==> src/rtl/serial_adder.sv <==
// Bit-serial LSB-first adder: one full-adder cell reused over WIDTH cycles with a registered carry.
// Optional signed-overflow output is enabled by defining SERIAL_ADDER_OVF_EN.
module serial_adder #(
    parameter int unsigned WIDTH = 8
) (
    input  logic             clk,
    input  logic             rst,
    input  logic             start,
    input  logic [WIDTH-1:0] a,
    input  logic [WIDTH-1:0] b,
    input  logic             c_in,
    output logic             busy,
    output logic             done,
    output logic [WIDTH-1:0] sum,
`ifdef SERIAL_ADDER_OVF_EN
    output logic             c_out,
    output logic             ovf
`else
    output logic             c_out
`endif
);

    localparam int unsigned CntW = (WIDTH > 1) ? $clog2(WIDTH) : 1;
    localparam logic [CntW-1:0] CntLast = CntW'(WIDTH - 1);

    typedef enum logic [0:0] {
        StIdle,
        StShift
    } state_e;

    state_e           state_q, state_d;
    logic [WIDTH-1:0] a_sr_q, a_sr_d;
    logic [WIDTH-1:0] b_sr_q, b_sr_d;
    logic [WIDTH-1:0] part_sr_q, part_sr_d;
    logic [WIDTH-1:0] sum_q, sum_d;
    logic [CntW-1:0]  cnt_q, cnt_d;
    logic             carry_q, carry_d;
    logic             c_out_q, c_out_d;
    logic             done_q, done_d;
    logic             fa_s, fa_co;

    // Single full-adder cell fed from the operand LSBs and the registered carry.
    assign fa_s  = a_sr_q[0] ^ b_sr_q[0] ^ carry_q;
    assign fa_co = (a_sr_q[0] & b_sr_q[0]) | (carry_q & (a_sr_q[0] ^ b_sr_q[0]));

`ifdef SERIAL_ADDER_OVF_EN
    logic ovf_q, ovf_d;
`endif

    always_comb begin
        state_d   = state_q;
        a_sr_d    = a_sr_q;
        b_sr_d    = b_sr_q;
        part_sr_d = part_sr_q;
        sum_d     = sum_q;
        cnt_d     = cnt_q;
        carry_d   = carry_q;
        c_out_d   = c_out_q;
        done_d    = 1'b0;
`ifdef SERIAL_ADDER_OVF_EN
        ovf_d     = ovf_q;
`endif
        unique case (state_q)
            StIdle: begin
                if (start) begin
                    a_sr_d    = a;
                    b_sr_d    = b;
                    carry_d   = c_in;
                    cnt_d     = '0;
                    part_sr_d = '0;
                    state_d   = StShift;
                end
            end
            StShift: begin
                part_sr_d = {fa_s, part_sr_q[WIDTH-1:1]};
                a_sr_d    = {1'b0, a_sr_q[WIDTH-1:1]};
                b_sr_d    = {1'b0, b_sr_q[WIDTH-1:1]};
                carry_d   = fa_co;
                if (cnt_q == CntLast) begin
                    // Final bit: publish the whole result at once, never partial values.
                    sum_d   = {fa_s, part_sr_q[WIDTH-1:1]};
                    c_out_d = fa_co;
                    done_d  = 1'b1;
                    state_d = StIdle;
`ifdef SERIAL_ADDER_OVF_EN
                    // carry_q here is the carry into the MSB.
                    ovf_d   = fa_co ^ carry_q;
`endif
                end else begin
                    cnt_d = cnt_q + CntW'(1);
                end
            end
            default: state_d = StIdle;
        endcase
    end

    always_ff @(posedge clk) begin
        if (rst) begin
            state_q   <= StIdle;
            a_sr_q    <= '0;
            b_sr_q    <= '0;
            part_sr_q <= '0;
            sum_q     <= '0;
            cnt_q     <= '0;
            carry_q   <= 1'b0;
            c_out_q   <= 1'b0;
            done_q    <= 1'b0;
        end else begin
            state_q   <= state_d;
            a_sr_q    <= a_sr_d;
            b_sr_q    <= b_sr_d;
            part_sr_q <= part_sr_d;
            sum_q     <= sum_d;
            cnt_q     <= cnt_d;
            carry_q   <= carry_d;
            c_out_q   <= c_out_d;
            done_q    <= done_d;
        end
    end

`ifdef SERIAL_ADDER_OVF_EN
    always_ff @(posedge clk) begin
        if (rst) begin
            ovf_q <= 1'b0;
        end else begin
            ovf_q <= ovf_d;
        end
    end

    assign ovf = ovf_q;
`endif

    assign busy  = (state_q == StShift);
    assign done  = done_q;
    assign sum   = sum_q;
    assign c_out = c_out_q;

endmodule
==> config.mk <==
export PLATFORM = sky130hd
export DESIGN_NAME = serial_adder
export DESIGN_NICKNAME = d
export VERILOG_FILES = /design/src/rtl/serial_adder.sv
export SDC_FILE = /design/constraint.sdc
export NUM_CORES = 1
export LEC_CHECK = 0
export BUFFER_PORTS_ARGS = -buffer_cell sky130_fd_sc_hd__buf_2
export CORE_MARGIN = 2
export CORE_UTILIZATION = 51
export CTS_CLUSTER_SIZE = 40
export DETAILED_ROUTE_END_ITERATION = 10
export GPL_ROUTABILITY_DRIVEN = 0
export PLACE_DENSITY = 0.74
export SLEW_MARGIN = 15
export SYNTH_ARGS = -nofsm -noshare
export SYNTH_HDL_FRONTEND = slang
export SYNTH_SLANG_ARGS = --single-unit
==> constraint.sdc <==
create_clock -name clk -period 1.82 [get_ports clk]
set_clock_uncertainty 0.05 [all_clocks]
set_input_delay 0.364 -clock clk [delete_from_list [all_inputs] [get_ports clk]]
set_output_delay 0.364 -clock clk [all_outputs]
set_load 0.005 [all_outputs]
# Word-level counts from Yosys, hierarchy flattened

Cells that the tools add are included.

Register bits: 39
Bits of input ports: 20
Output and inout bits: 11
Word-level logic and storage cells: 37

$add $sub $neg: 1
Equality and inequality tests: 3
Multiplexer cells: 15
Bitwise operators: 6
Reduce and logical (&&, ||, !) cells: 3

Operators with widths:

| operator            | number |
|---|---|
| $pmux 8 s2          | 3 |
| $mux 8              | 3 |
| $mux 3              | 2 |
| $pmux 3 s2          | 1 |
| $mux 1              | 4 |
| $ne 2x2->1 const B  | 2 |
| $pmux 1 s2          | 2 |
| $reduce_and 2->1    | 2 |
| $add 3x1->3 const B | 1 |
| $eq 3x3->1 const B  | 1 |
| $and 1x1->1         | 2 |
| $reduce_or 2->1     | 1 |
| $xor 1x1->1         | 2 |
| $not 1->1           | 1 |
| $or 1x1->1          | 1 |

# Logic depth before layout (Yosys ltp)

Depth in word-level cells: 4
Mapped depth: 6
Depth with buffers taken out: 5

# Least setup slack after synthesis

Ideal clock, no wire load.

Path kind: register -> register
Start: register cnt_q[0]
End: register c_out_q (netlist: c_out)
Setup time: 0.132 ns
Data arrival time: 1.122 ns
Required time: 1.638 ns
Path slack: 0.516 ns
Stages on the path, launching flop included: 7
Period minus slack after synthesis: 1.304 ns
Cells stage by stage: dfxtp_1 ha_1 ha_1 and2_1 buf_4 nand2_1 a21oi_1

Word-level cells in the longest chain between the ends: 2

RTL lines:

| element                    | line | source |
|---|---|---|
| from (decl)                | 36   | `logic [CntW-1:0] cnt_q, cnt_d;` |
| from (signal assigned)     | 114  | `cnt_q <= cnt_d;` |
| $eq 3x3->1                 | 79   | `if (cnt_q == CntLast) begin` |
| $reduce_and 2->1 (no line) | --   |  |
| to (signal assigned)       | 116  | `c_out_q <= c_out_d;` |
| to (decl)                  | 38   | `logic c_out_q, c_out_d;` |

Every way passes these cells.
A chain may end at the register's enable or synchronous reset.

# Final worst setup path

Start: register cnt_q[0]
End: register cnt_q[1]

Word-level cells in the longest chain between the ends: 3
Elaborated cells on any way between the ends: 6
Those cells by class: add/sub (1); eq/ne (2); mux (2); reduce/logical (1)

RTL lines:

| element                                        | line |
|---|---|
| $add 3x1->3 or $eq 3x3->1 (tied branches)      | 90, 79 |
| $mux 3 or $ne 2x2->1 (tied branches)           | -- |
| $pmux 3 s2 or $reduce_and 2->1 (tied branches) | -- |

Several ways; a longest one is shown, not always the timed one. The select of a mux whose other input is x is not followed.

==> flow_summary_export.csv <==
group,metric,value,unit
synth,synth_cells,181,
layout,fin_area,1880,sq um
global_route,grt_pass1_vias,1168,
power_and_ir_drop,ir_worst_vdd,0.624,mV
clock_network,clk_pin_slew,0.12,ns
floorplan,die_w,61.3,um
synth,async_flop_share,0,%
global_route,grt_use_total,18.2,%
synth,synth_edf_count,0,
clock_network,clockBufferDepth,2,
floorplan,initial_core_util,54.5,%
clock_network,root_buffer,"clkbuf_4",
timing,period_minus_slack,1.57,ns
layout,finalNonFillerCells,255,
clock_network,h-tree-depth,2,
timing,fin_crit_sh,86.2,%
job,cap_violations,0,
routing,vias,1259,
setup_path,cp.arrival,1.76,ns
min_path,hold_class,"input pin to flop",
power_and_ir_drop,total_leakage_power,0.812,nW
setup_path,path_class,"flop to flop",
floorplan,ios,31,
synth,synth_warnings,0,
timing,finalSetupViolations,0,
clock_network,cts_tree,"built",
place,placedCellCount,247,
timing,worst_slew_pin_slew,0.547,ns
timing,drv_slew,0,
routing,vias_per_cell,4.94,
synth,ys_ff_latch,38,
timing,max_slew_margin,63.6,%
synth,ys.flop_type,"dfxtp_1",
setup_path,ff2ff_path_depth,5,
setup_path,regToRegEndpoint,"cnt_q[1]$_SDFFE_PP0P_",
place,port_buffers,30,
setup_path,rr_startpoint,"cnt_q[0]$_SDFFE_PP0P_",
min_path,whs_path_depth,3,
synth,syn_area,1680,sq um
routing,postRouteAntennaNets,0,
synth,ys_seq_area_share,45.4,%
clock_network,clkLatencyLatePin,0.35,ns
clock_network,post_cts_resized,0,
global_route,grt_antenna_before_repair,0,
global_route,overflow,0,
clock_network,post_cts_buffers,0,
min_path,min-delay-start,"a[7]",
layout,fillCellCount,274,
synth,synthDistinctLibCells,25,
routing,drtIter0Drc,69,
floorplan,core,3080,sq um
synth,synth_top_area_cell,"dfxtp_1",
routing,drc,0,
floorplan,die_area,3760,sq um
layout,drive_above_1_share,25.1,%
setup_path,worst-r2r-setup-slack,0.25,ns
layout,syn_to_final_growth,12.4,%
setup_path,cp_max_fo,13,
routing,wl_per_cell,11.7,um
floorplan,chipHeight,61.3,um
synth,avgSynthCellArea,9.26,sq um
setup_path,cp-start-kind,"flop",
floorplan,fp-row-count,20,
timing,rsz0062_at_grt,"no",
place,place_hpwl,2100,um
layout,antenna_cells,0,
place,pre_cts_ws,0.308,ns
synth,synthesis.nets,204,
routing,first_pass_iters,4,
global_route,grt_max_degree,27,
min_path,hold_path_end,"a_sr_q[7]$_SDFFE_PP0P_",
clock_network,cts_buffers,5,
global_route,grt_pass1_wl,4970,um
timing,hold_viol,0,
place,place_area,1810,sq um
setup_path,end_kind,"flop",
synth,ys_top_cells_by_area,"dfxtp_1 (45%), mux2i_1 (10%), nand2_1 (7.8%), a21oi_1 (5.7%), nor3b_2 (5.2%)",
clock_network,cts_num_sinks,38,
layout,fin_nets,233,
synth,yosysMostFrequentCell,"dfxtp_1",
status,status,"finished clean",
timing,fin_ws,0.251,ns
timing,clock.fmax,637,MHz
setup_path,crit_required,2.01,ns
timing,totalNegativeSetupSlack,0,ns
synth,ys_top_cells_by_count,"dfxtp_1 (38), nand2_1 (35), a21oi_1 (19)",
synth,synth_top_area_share,45.4,%
routing,routed_wl,2990,um
power_and_ir_drop,powerDensity,849,nW/um^2
clock_network,hold_buffers,0,
## worst max-delay path, stage by stage (launching register included)
cell,delay (ns)
dfxtp_1,0.34
ha_1,0.20
ha_1,0.22
and2_1,0.30
o21ai_0,0.25
a21oi_1,0.10
## cell families after synthesis
logic type	Yosys count	share of synthesized area, %
fa+ha+maj	3	2.69
simple gates	73	24.0
flops	38	45.4
buf+inv	13	6.79
compound gates	37	11.0
mux	17	10.1
## worst max path at each step
stage / start / end / slack, ns / depth (start not counted)
after floorplan: cnt_q[0]$_SDFFE_PP0P_ / c_out$_SDFFE_PP0P_ / 0.52 / 6
after global placement: start / cnt_q[1]$_SDFFE_PP0P_ / 0.37 / 5
after detailed placement: cnt_q[0]$_SDFFE_PP0P_ / cnt_q[1]$_SDFFE_PP0P_ / 0.31 / 5
after CTS: cnt_q[0]$_SDFFE_PP0P_ / cnt_q[1]$_SDFFE_PP0P_ / 0.28 / 5
after global routing: cnt_q[0]$_SDFFE_PP0P_ / cnt_q[1]$_SDFFE_PP0P_ / 0.09 / 5
final: cnt_q[0]$_SDFFE_PP0P_ / cnt_q[1]$_SDFFE_PP0P_ / 0.25 / 5
## flip-flops by register name, indices dropped and copies added (netlist names)
name	count
carry_q	1
busy	1
b_sr_q	8
cnt_q	3
part_sr_q	7
a_sr_q	8
done	1
c_out	1
sum	8
## per-layer routing
| layer | vias up | global-route usage, % | routed length [um] |
|---|---|---|---|
| met1 | 570 | 21.9 | 1410 |
| li1 | 660 | - | - |
| met5 | - | 0 | 0 |
| met4 | 0 | 8.21 | 59 |
| met3 | 6 | 6.72 | 154 |
| met2 | 23 | 29.0 | 1360 |
## layout by cell type (no fill, tap or decap)
cell	netlist	layout
nand2_2	1	1
buf_4	1	5
ha_1	2	2
bufinv_16	0	1
nor3b_2	7	7
fa_1	1	1
dfxtp_2	0	1
nor2_1	8	8
mux2i_1	17	17
dfxtp_1	38	37
and2_1	1	1
buf_2	3	30
a21oi_1	19	19
o21ai_1	10	10
clkinv_2	0	2
clkbuf_4	0	5
o21ai_0	8	8
nand2_1	35	35
nor3_1	3	3
nor2_4	1	1
and2b_1	6	6
nand2b_1	1	1
nor2b_1	10	10
## layout make-up
cell class	count	area (sq um)	area share, %
Clock buffer	5	37.5	1.99
Timing Repair Buffer	35	188	9.96
Clock inverter	3	40.0	2.12
Tap cell	44	55.1	2.92
Sequential cell	38	762	40.4
Multi-Input combinational cell	130	802	42.6
## where the power goes
group | switching, mW | leakage, nW | internal (mW)
Sequential | 0.0183 | 0.309 | 0.860
Clock | 0.282 | 0.0450 | 0.284
Combinational | 0.0807 | 0.457 | 0.0736
## stage by stage
stage	power, mW	util [%]	hold slack [ns]
floorplan	1.02	-	0.376
global placement	1.04	58.7	0.392
detailed placement	1.05	58.7	0.394
CTS	1.61	61.2	0.264
global route	1.67	61.2	0.308
finish	1.60	61.2	0.269
(Power assumes the default switching activity.)
